--- src/rtl/serial_adder_pkg.sv ---
// Shared types and sizing helpers for the digit-serial adder/subtractor.
package serial_adder_pkg;

    typedef enum logic [1:0] {
        IDLE = 2'd0,
        RUN  = 2'd1,
        DONE = 2'd2
    } state_t;

    function automatic int calc_steps(input int width, input int digit);
        return width / digit;
    endfunction

    function automatic int calc_cnt_w(input int steps);
        return (steps <= 1) ? 1 : $clog2(steps);
    endfunction

endpackage

--- src/rtl/serial_adder_fa_slice.sv ---
// DIGIT-bit ripple chain of full-adder cells; also exposes the carry into the slice MSB.
module fa_slice
    import serial_adder_pkg::*;
#(
    parameter int DIGIT = 1
) (
    input  logic [DIGIT-1:0] x,
    input  logic [DIGIT-1:0] y,
    input  logic             ci,
    output logic [DIGIT-1:0] s,
    output logic             co,
    output logic             c_msb_in
);

    logic [DIGIT:0] c;

    always_comb begin
        c    = '0;
        s    = '0;
        c[0] = ci;
        for (int i = 0; i < DIGIT; i++) begin
            s[i]   = x[i] ^ y[i] ^ c[i];
            c[i+1] = (x[i] & y[i]) | (c[i] & (x[i] ^ y[i]));
        end
    end

    assign co       = c[DIGIT];
    assign c_msb_in = c[DIGIT-1];

endmodule

--- src/rtl/serial_adder.sv ---
// Digit-serial adder/subtractor: DIGIT bits per clock, LSB slice first,
// with ready/valid handshakes on operand and result sides.
module serial_adder
    import serial_adder_pkg::*;
#(
    parameter int WIDTH = 8,
    parameter int DIGIT = 1
) (
    input  logic             clk,
    input  logic             rst_n,
    input  logic             in_valid,
    output logic             in_ready,
    input  logic [WIDTH-1:0] a,
    input  logic [WIDTH-1:0] b,
    input  logic             cin,
    input  logic             sub,
    output logic             out_valid,
    input  logic             out_ready,
    output logic [WIDTH-1:0] sum,
    output logic             cout,
    output logic             overflow
);

    localparam int STEPS = calc_steps(WIDTH, DIGIT);
    localparam int CNT_W = calc_cnt_w(STEPS);
    localparam logic [CNT_W-1:0] LAST = CNT_W'(STEPS - 1);

    state_t           state_q, state_d;
    logic [WIDTH-1:0] a_q, a_d, b_q, b_d, sum_q, sum_d;
    logic             carry_q, carry_d, cout_q, cout_d, ovf_q, ovf_d;
    logic [CNT_W-1:0] cnt_q, cnt_d;
    logic [DIGIT-1:0] slice_s;
    logic             slice_co, slice_cmsb;
    logic             last_step;

    fa_slice #(.DIGIT(DIGIT)) u_fa_slice (
        .x        (a_q[DIGIT-1:0]),
        .y        (b_q[DIGIT-1:0]),
        .ci       (carry_q),
        .s        (slice_s),
        .co       (slice_co),
        .c_msb_in (slice_cmsb)
    );

    assign last_step = (cnt_q == LAST);

    always_ff @(posedge clk or negedge rst_n) begin
        if (!rst_n) begin
            state_q <= IDLE;
        end else begin
            state_q <= state_d;
        end
    end

    always_comb begin
        state_d = state_q;
        case (state_q)
            IDLE:    if (in_valid)  state_d = RUN;
            RUN:     if (last_step) state_d = DONE;
            DONE:    if (out_ready) state_d = IDLE;
            default: state_d = IDLE;
        endcase
    end

    always_comb begin
        in_ready  = (state_q == IDLE);
        out_valid = (state_q == DONE);
        sum       = sum_q;
        cout      = cout_q;
        overflow  = ovf_q;
    end

    // Subtraction is a + ~b + 1: B is inverted at load and the carry seeded with 1.
    always_comb begin
        a_d     = a_q;
        b_d     = b_q;
        sum_d   = sum_q;
        carry_d = carry_q;
        cout_d  = cout_q;
        ovf_d   = ovf_q;
        cnt_d   = cnt_q;
        case (state_q)
            IDLE: begin
                if (in_valid) begin
                    a_d     = a;
                    b_d     = b ^ {WIDTH{sub}};
                    carry_d = sub | cin;
                    cnt_d   = '0;
                end
            end
            RUN: begin
                a_d = a_q >> DIGIT;
                b_d = b_q >> DIGIT;
                sum_d[int'(cnt_q) * DIGIT +: DIGIT] = slice_s;
                carry_d = slice_co;
                cnt_d   = cnt_q + 1'b1;
                if (last_step) begin
                    cout_d = slice_co;
                    ovf_d  = slice_cmsb ^ slice_co;
                end
            end
            default: ;
        endcase
    end

    always_ff @(posedge clk or negedge rst_n) begin
        if (!rst_n) begin
            a_q     <= '0;
            b_q     <= '0;
            sum_q   <= '0;
            carry_q <= 1'b0;
            cout_q  <= 1'b0;
            ovf_q   <= 1'b0;
            cnt_q   <= '0;
        end else begin
            a_q     <= a_d;
            b_q     <= b_d;
            sum_q   <= sum_d;
            carry_q <= carry_d;
            cout_q  <= cout_d;
            ovf_q   <= ovf_d;
            cnt_q   <= cnt_d;
        end
    end

endmodule

--- config.mk ---
export PLATFORM = sky130hd
export DESIGN_NAME = serial_adder
export DESIGN_NICKNAME = d
export VERILOG_FILES = /design/src/rtl/serial_adder_pkg.sv /design/src/rtl/serial_adder_fa_slice.sv /design/src/rtl/serial_adder.sv
export SDC_FILE = /design/constraint.sdc
export NUM_CORES = 1
export LEC_CHECK = 0
export ABC_AREA = 0
export CAP_MARGIN = 20
export CORE_AREA = 2 2 75 77
export DETAILED_ROUTE_END_ITERATION = 8
export DIE_AREA = 0 0 77 79
export GPL_TIMING_DRIVEN = 0
export HOLD_SLACK_MARGIN = 0.1
export PLACE_DENSITY = 0.68
export SYNTH_ARGS = -nofsm -noshare
export SYNTH_HDL_FRONTEND = slang
export SYNTH_SLANG_ARGS = --single-unit
export TNS_END_PERCENT = 50
--- constraint.sdc ---
create_clock -name clk -period 2.1 [get_ports clk]
set_clock_uncertainty 0.2 [all_clocks]
set_input_delay 0.315 -clock clk [delete_from_list [all_inputs] [get_ports clk]]
set_output_delay 0.315 -clock clk [all_outputs]
set_load 0.01 [all_outputs]
* After elaboration in Yosys (flattened, before gate mapping)
Cells that the tools add are included.
Storage, ports and cells: word-level logic and storage cells 44, output and inout port bits 12, input port bits 22, register bits after elaboration 32
Operators by class: equal/unequal tests 6, add/sub/neg operators 2, mux-type cells 13, shift-type cells 2, reductions and logical operators 5, bitwise gates (word level) 8
Operator list (count):
- 3-bit negation with 33-bit output | 1
- 1-bit by 33-bit variable shift with 8-bit output, first input constant | 1
- 1-bit by 33-bit variable part select with 8-bit output | 1
- 8-bit one-hot mux with 2 select lines | 2
- 8-bit two-way mux | 2
- 8-bit bitwise mux | 1
- 8-bit bitwise XOR | 1
- 2-bit two-way mux | 3
- 2-bit one-hot mux with 3 select lines | 1
- 3-bit one-hot mux with 2 select lines | 1
- 2-bit != test, second input constant | 2
- 2-bit AND reduction | 2
- 3-bit by 1-bit adder with 3-bit output, second input constant | 1
- 3-bit == test, second input constant | 1
- 3-bit two-way mux | 1
- 3-bit AND reduction | 1
- 1-bit bitwise XOR | 3
- 1-bit AND | 2
- 2-bit by 1-bit == test with 1-bit output, second input constant | 1
- 2-bit == test, second input constant | 1
- 2-bit zero test | 1
- 2-bit by 1-bit != test with 1-bit output, second input constant | 1
- 1-bit bitwise OR | 2
- 1-bit one-hot mux with 2 select lines | 1
- other kinds (2) | 2

* Depth between registers and ports, before layout
depth after elaboration 4, gate-level depth with buffers 6, mapped depth without buffers 6

* By module
A second synthesis with hierarchy kept.
Second synthesis, totals: cell total of the unflattened synthesis 158, area, all modules 1720.4 um^2
By module, submodules not included:
- serial_adder | sequential area each 800.8 um^2, area each 1692.9 um^2, times used 1, cells an instance 156
- fa_slice | sequential area each 0.0 um^2, area each 27.5 um^2, times used 1, cells an instance 2

* Worst setup path before layout
OpenSTA, ideal clock, no wires.
kind reg2reg, start register cnt_q[0], end register sum_q[4], in the netlist sum[4], slack -0.165 ns, buffers on the path 0, period minus slack after synthesis 2.265 ns, library setup time 0.128 ns, arrival time 1.937 ns, stages on the path, launching flop included 7, data required time 1.772 ns, cell sequence dfrtp_1 -> inv_1 -> ha_1 -> ha_1 -> or4b_4 -> nor4b_2 -> mux2_1
Between the ends: word-level cells in the longest chain between the ends 3, elaborated cells between the ends (all ways) 4, classes of those cells add/sub: 1; shift: 2; mux: 1
Ends and longest elaborated chain:
- from (decl) | line serial_adder.sv:31 | logic [CNT_W-1:0] cnt_q, cnt_d;
- from (signal assigned) | line serial_adder.sv:122 | cnt_q <= cnt_d;
- 3-bit negation with 33-bit output (*) | line serial_adder.sv:94 | sum_d[int'(cnt_q) * DIGIT +: DIGIT] = slice_s;
- 1-bit by 33-bit variable part select with 8-bit output / 1-bit by 33-bit variable shift with 8-bit output (equally long branches) | line serial_adder.sv:94
- 8-bit bitwise mux (*) | line serial_adder.sv:94
- to (signal assigned) | line serial_adder.sv:118 | sum_q <= sum_d;
- to (decl) | line serial_adder.sv:29 | logic [WIDTH-1:0] a_q, a_d, b_q, b_d, sum_q, sum_d;
Every way passes the cells marked *; elsewhere a longest branch is shown, timed or not. A chain may end at the register's enable or synchronous reset.

* Final worst setup path
start register cnt_q[0], end register sum_q[2], in the netlist sum[2]
The elaborated chain is that of the path after synthesis.

==> reports/qor.csv <==
stage,metric,value,unit
sta,final setup vio count,3,
run,maxcap violations,0,
cts,CTS tree,yes,
die,Ports,34,
sta,maximum clock frequency,0.4667,GHz
placed_design,routability cong.,0.7934,
pwr,total power,3228,uW
sta,Final min period,2.143,ns
detailed_routing,via count,1452,
synth,"flops & latches, synth",32,
critical_path,Worst Setup EP,sum[2],
synth,Yosys Warn Count,0,
die,Die H,79,um
detailed_routing,drt pass-1 iters,4,
synth,post-synthesis sequential area ratio,45.33,%
pwr,Pwr Density,1339,nW/um^2
cts,H-Tree Depth,2,
critical_path,critical-path maximum fanout,3,
layout,final design utilization,45.17,%
cts,clk_lat worst skew,0.28,ns
die,site row count,27,
global_route,initial antenna violation count,0,
cts,"Reg clk slew, reported paths",0.06,ns
global_route,GRT Total Usage,13.83,%
die,Initial Util,33.10,%
detailed_routing,DR WL/cell,13.10,um
synth,most instantiated cells after synthesis,"dfrtp_1, inv_1, o21ai_0, clkbuf_1, nor2b_1",
synth,Most used DFF post-synth,dfrtp_1,
synth,Mapped Cells,176,
layout,final net count,252,
critical_path,Setup crit start,cnt_q[0],
critical_path,critical path launch point type,flop,
run_status,failing checks,setup timing,
synth,syn nets,204,
synth,Post-synth EDFFs,0,
layout,Layout area overhead,36.47,%
synth,Mapped Avg Cell Area,10.04,um^2
critical_path,Reg2Reg Capture Point,sum[2],
layout,share of cells above drive strength 1,16.96,%
synth,post-synth cell types,35,
cts,largest buffer count on any clock path,2,
cts,Num Clock Sinks,32,
global_route,GR Overflow Total,0,
placed_design,dpl hpwl,2618,um
sta,Worst Tran Pin Value,0.7344,ns
synth,cell taking the most area after synthesis,dfrtp_1,
critical_path,r2r startpoint,cnt_q[0],
sta,PnR worst setup slack,-0.04255,ns
detailed_routing,Vias/cell,4.905,
critical_path,worst reg2reg path depth,7,
global_route,largest net degree at the start of global routing,33,
pwr,Leak,0.001050,uW
critical_path,CP Data Arrival Time,2.11,ns
synth,async set or reset register ratio after synthesis,100.0,%
run_status,status,finished with violations,
synth,Synth Cell Area,1767,um^2
synth,area share of the largest cell type after synthesis,45.33,%
critical_path,Worst setup EP type,flop,
layout,Ant. Diodes,0,
sta,RSZ-0062 raised after global routing,true,
synth,top-count cell post-synth,dfrtp_1,
synth,Synth area leaders,"dfrtp_1, inv_1, a221o_1, ha_1, nor2b_1",
hold_path,Worst Hold Class,flop to flop,
critical_path,"Req. time, crit path",2.07,ns
cts,Inserted Clock Buffers,5,
critical_path,"setup slack, reg-to-reg",-0.04,ns
detailed_routing,DRC violations left,0,
global_route,first-pass GRT wire length,6644,um
detailed_routing,Post-Route WL,3878,um
sta,Max Transition Viols Final,0,
die,core outline area,5338,um^2
die,Die W,77,um
cts,Root Driver,clkbuf_8,
critical_path,critical path type,flop to flop,
sta,relative slew slack,51.04,%
placed_design,IO buf count,32,
detailed_routing,remaining antenna violation count,0,
pwr,Worst VDD drop,0.0005544,V
global_route,vias in the first global route,1385,
sta,Final Hold Fails,0,
die,Die Area,6083,um^2
sta,Final Cycle Share,102.0,%
detailed_routing,DR iter-0 viols,74,
## registers in the layout, summed over array words and instances (netlist names)
| name | flops |
|---|---|
| a_q | 8 |
| cnt_q | 3 |
| overflow | 1 |
| cout | 1 |
| sum | 8 |
| state_q | 2 |
| carry_q | 1 |
| b_q | 8 |
## logic make-up (layout without fill, tap and decap cells)
| logic type | count (synthesis) | in the layout | synth area share [%] |
|---|---|---|---|
| AOI/OAI and AO/OA | 48 | 48 | 19.12 |
| and+or+nand+nor | 40 | 40 | 13.81 |
| DFF | 32 | 32 | 45.33 |
| buffers and inverters | 32 | 80 | 7.294 |
| xor gates and xnor gates | 9 | 9 | 4.462 |
| muxes | 9 | 9 | 5.312 |
| adders and majority gates | 6 | 6 | 4.674 |
## power by group
| group | switching (uW) | leakage [uW] | internal, uW |
|---|---|---|---|
| Sequential | 168 | 0.000411 | 865 |
| Combinational | 855 | 0.000598 | 902 |
| Clock | 213 | 0.0000410 | 225 |
## per-stage QoR
stage               cell area [um^2]  instances  TNS (ns)  hold WS (ns)  worst slack, ns
floorplan                       1772        176   -0.2851       -0.1806          -0.1282
global placement                2182        280    -8.467        0.2679          -0.2623
detailed placement              2177        280    -3.082        0.2097          -0.2747
CTS                             2369        293   -0.1920        0.2926          -0.1280
global route                    2411        296   -0.2966        0.3200          -0.1169
finish                          2411        296   -0.1133        0.2897         -0.04255
## cells in the final DEF, fill, tap and decap left out, types with 6 or more instances in the layout
cell type / instances
mux2i_1: 6
nand2_1: 9
clkbuf_8: 6
nor2b_1: 10
inv_1: 17
o32ai_1: 7
a221o_1: 7
a22oi_1: 8
a21oi_1: 9
clkdlybuf4s50_1: 29
xnor2_1: 7
nor2_1: 7
dfrtp_1: 29
buf_4: 7
clkbuf_1: 7
o21ai_0: 12
## metal layers
layer / vias to the layer above / track usage (%) / wire (um)
li1: 714 / - / -
met1: 682 / 18.67 / 1768
met2: 48 / 21.14 / 1806
met3: 8 / 3.182 / 232
met4: 0 / 6.429 / 70
met5: - / 0 / 0
## worst min-delay path by stage
stage / start / end / depth (start not counted)
after detailed placement: rst_n / sum[1] / 1
after CTS: cout / cout / 2
final: overflow / overflow / 2
after global routing: overflow / overflow / 2
after floorplan: rst_n / a_q[0] / 0
after global placement: cout / cout / 2
## what timing repair did
| action | in CTS | in global routing |
|---|---|---|
| pin swaps | 5 | 2 |
| setup buffers | 5 | 3 |
| endpoints found under the hold margin | 32 | 0 |
| resized for setup | 19 | 7 |
| hold buffers | 1 | 0 |
| endpoints found under the setup margin | 5 | 12 |
## worst max-delay path, cell delays in order, from the launching register on
cell,delay [ns]
dfrtp_2,0.37
inv_2,0.05
ha_4,0.16
ha_4,0.15
or4b_4,0.53
buf_6,0.15
nor3_4,0.11
mux2_4,0.31
## final cells by class
class	instances	area (um^2)
Buffer	13	76.32
Clock buffer	6	72.57
Clock inverter	1	5.005
Fill cell	542	2927
Inverter	19	71.32
Multi-Input combinational cell	112	904.6
Sequential cell	32	804.5
Tap cell	72	90.09
Timing Repair Buffer	41	386.6
Note: power is estimated with default switching activity, not from simulation.
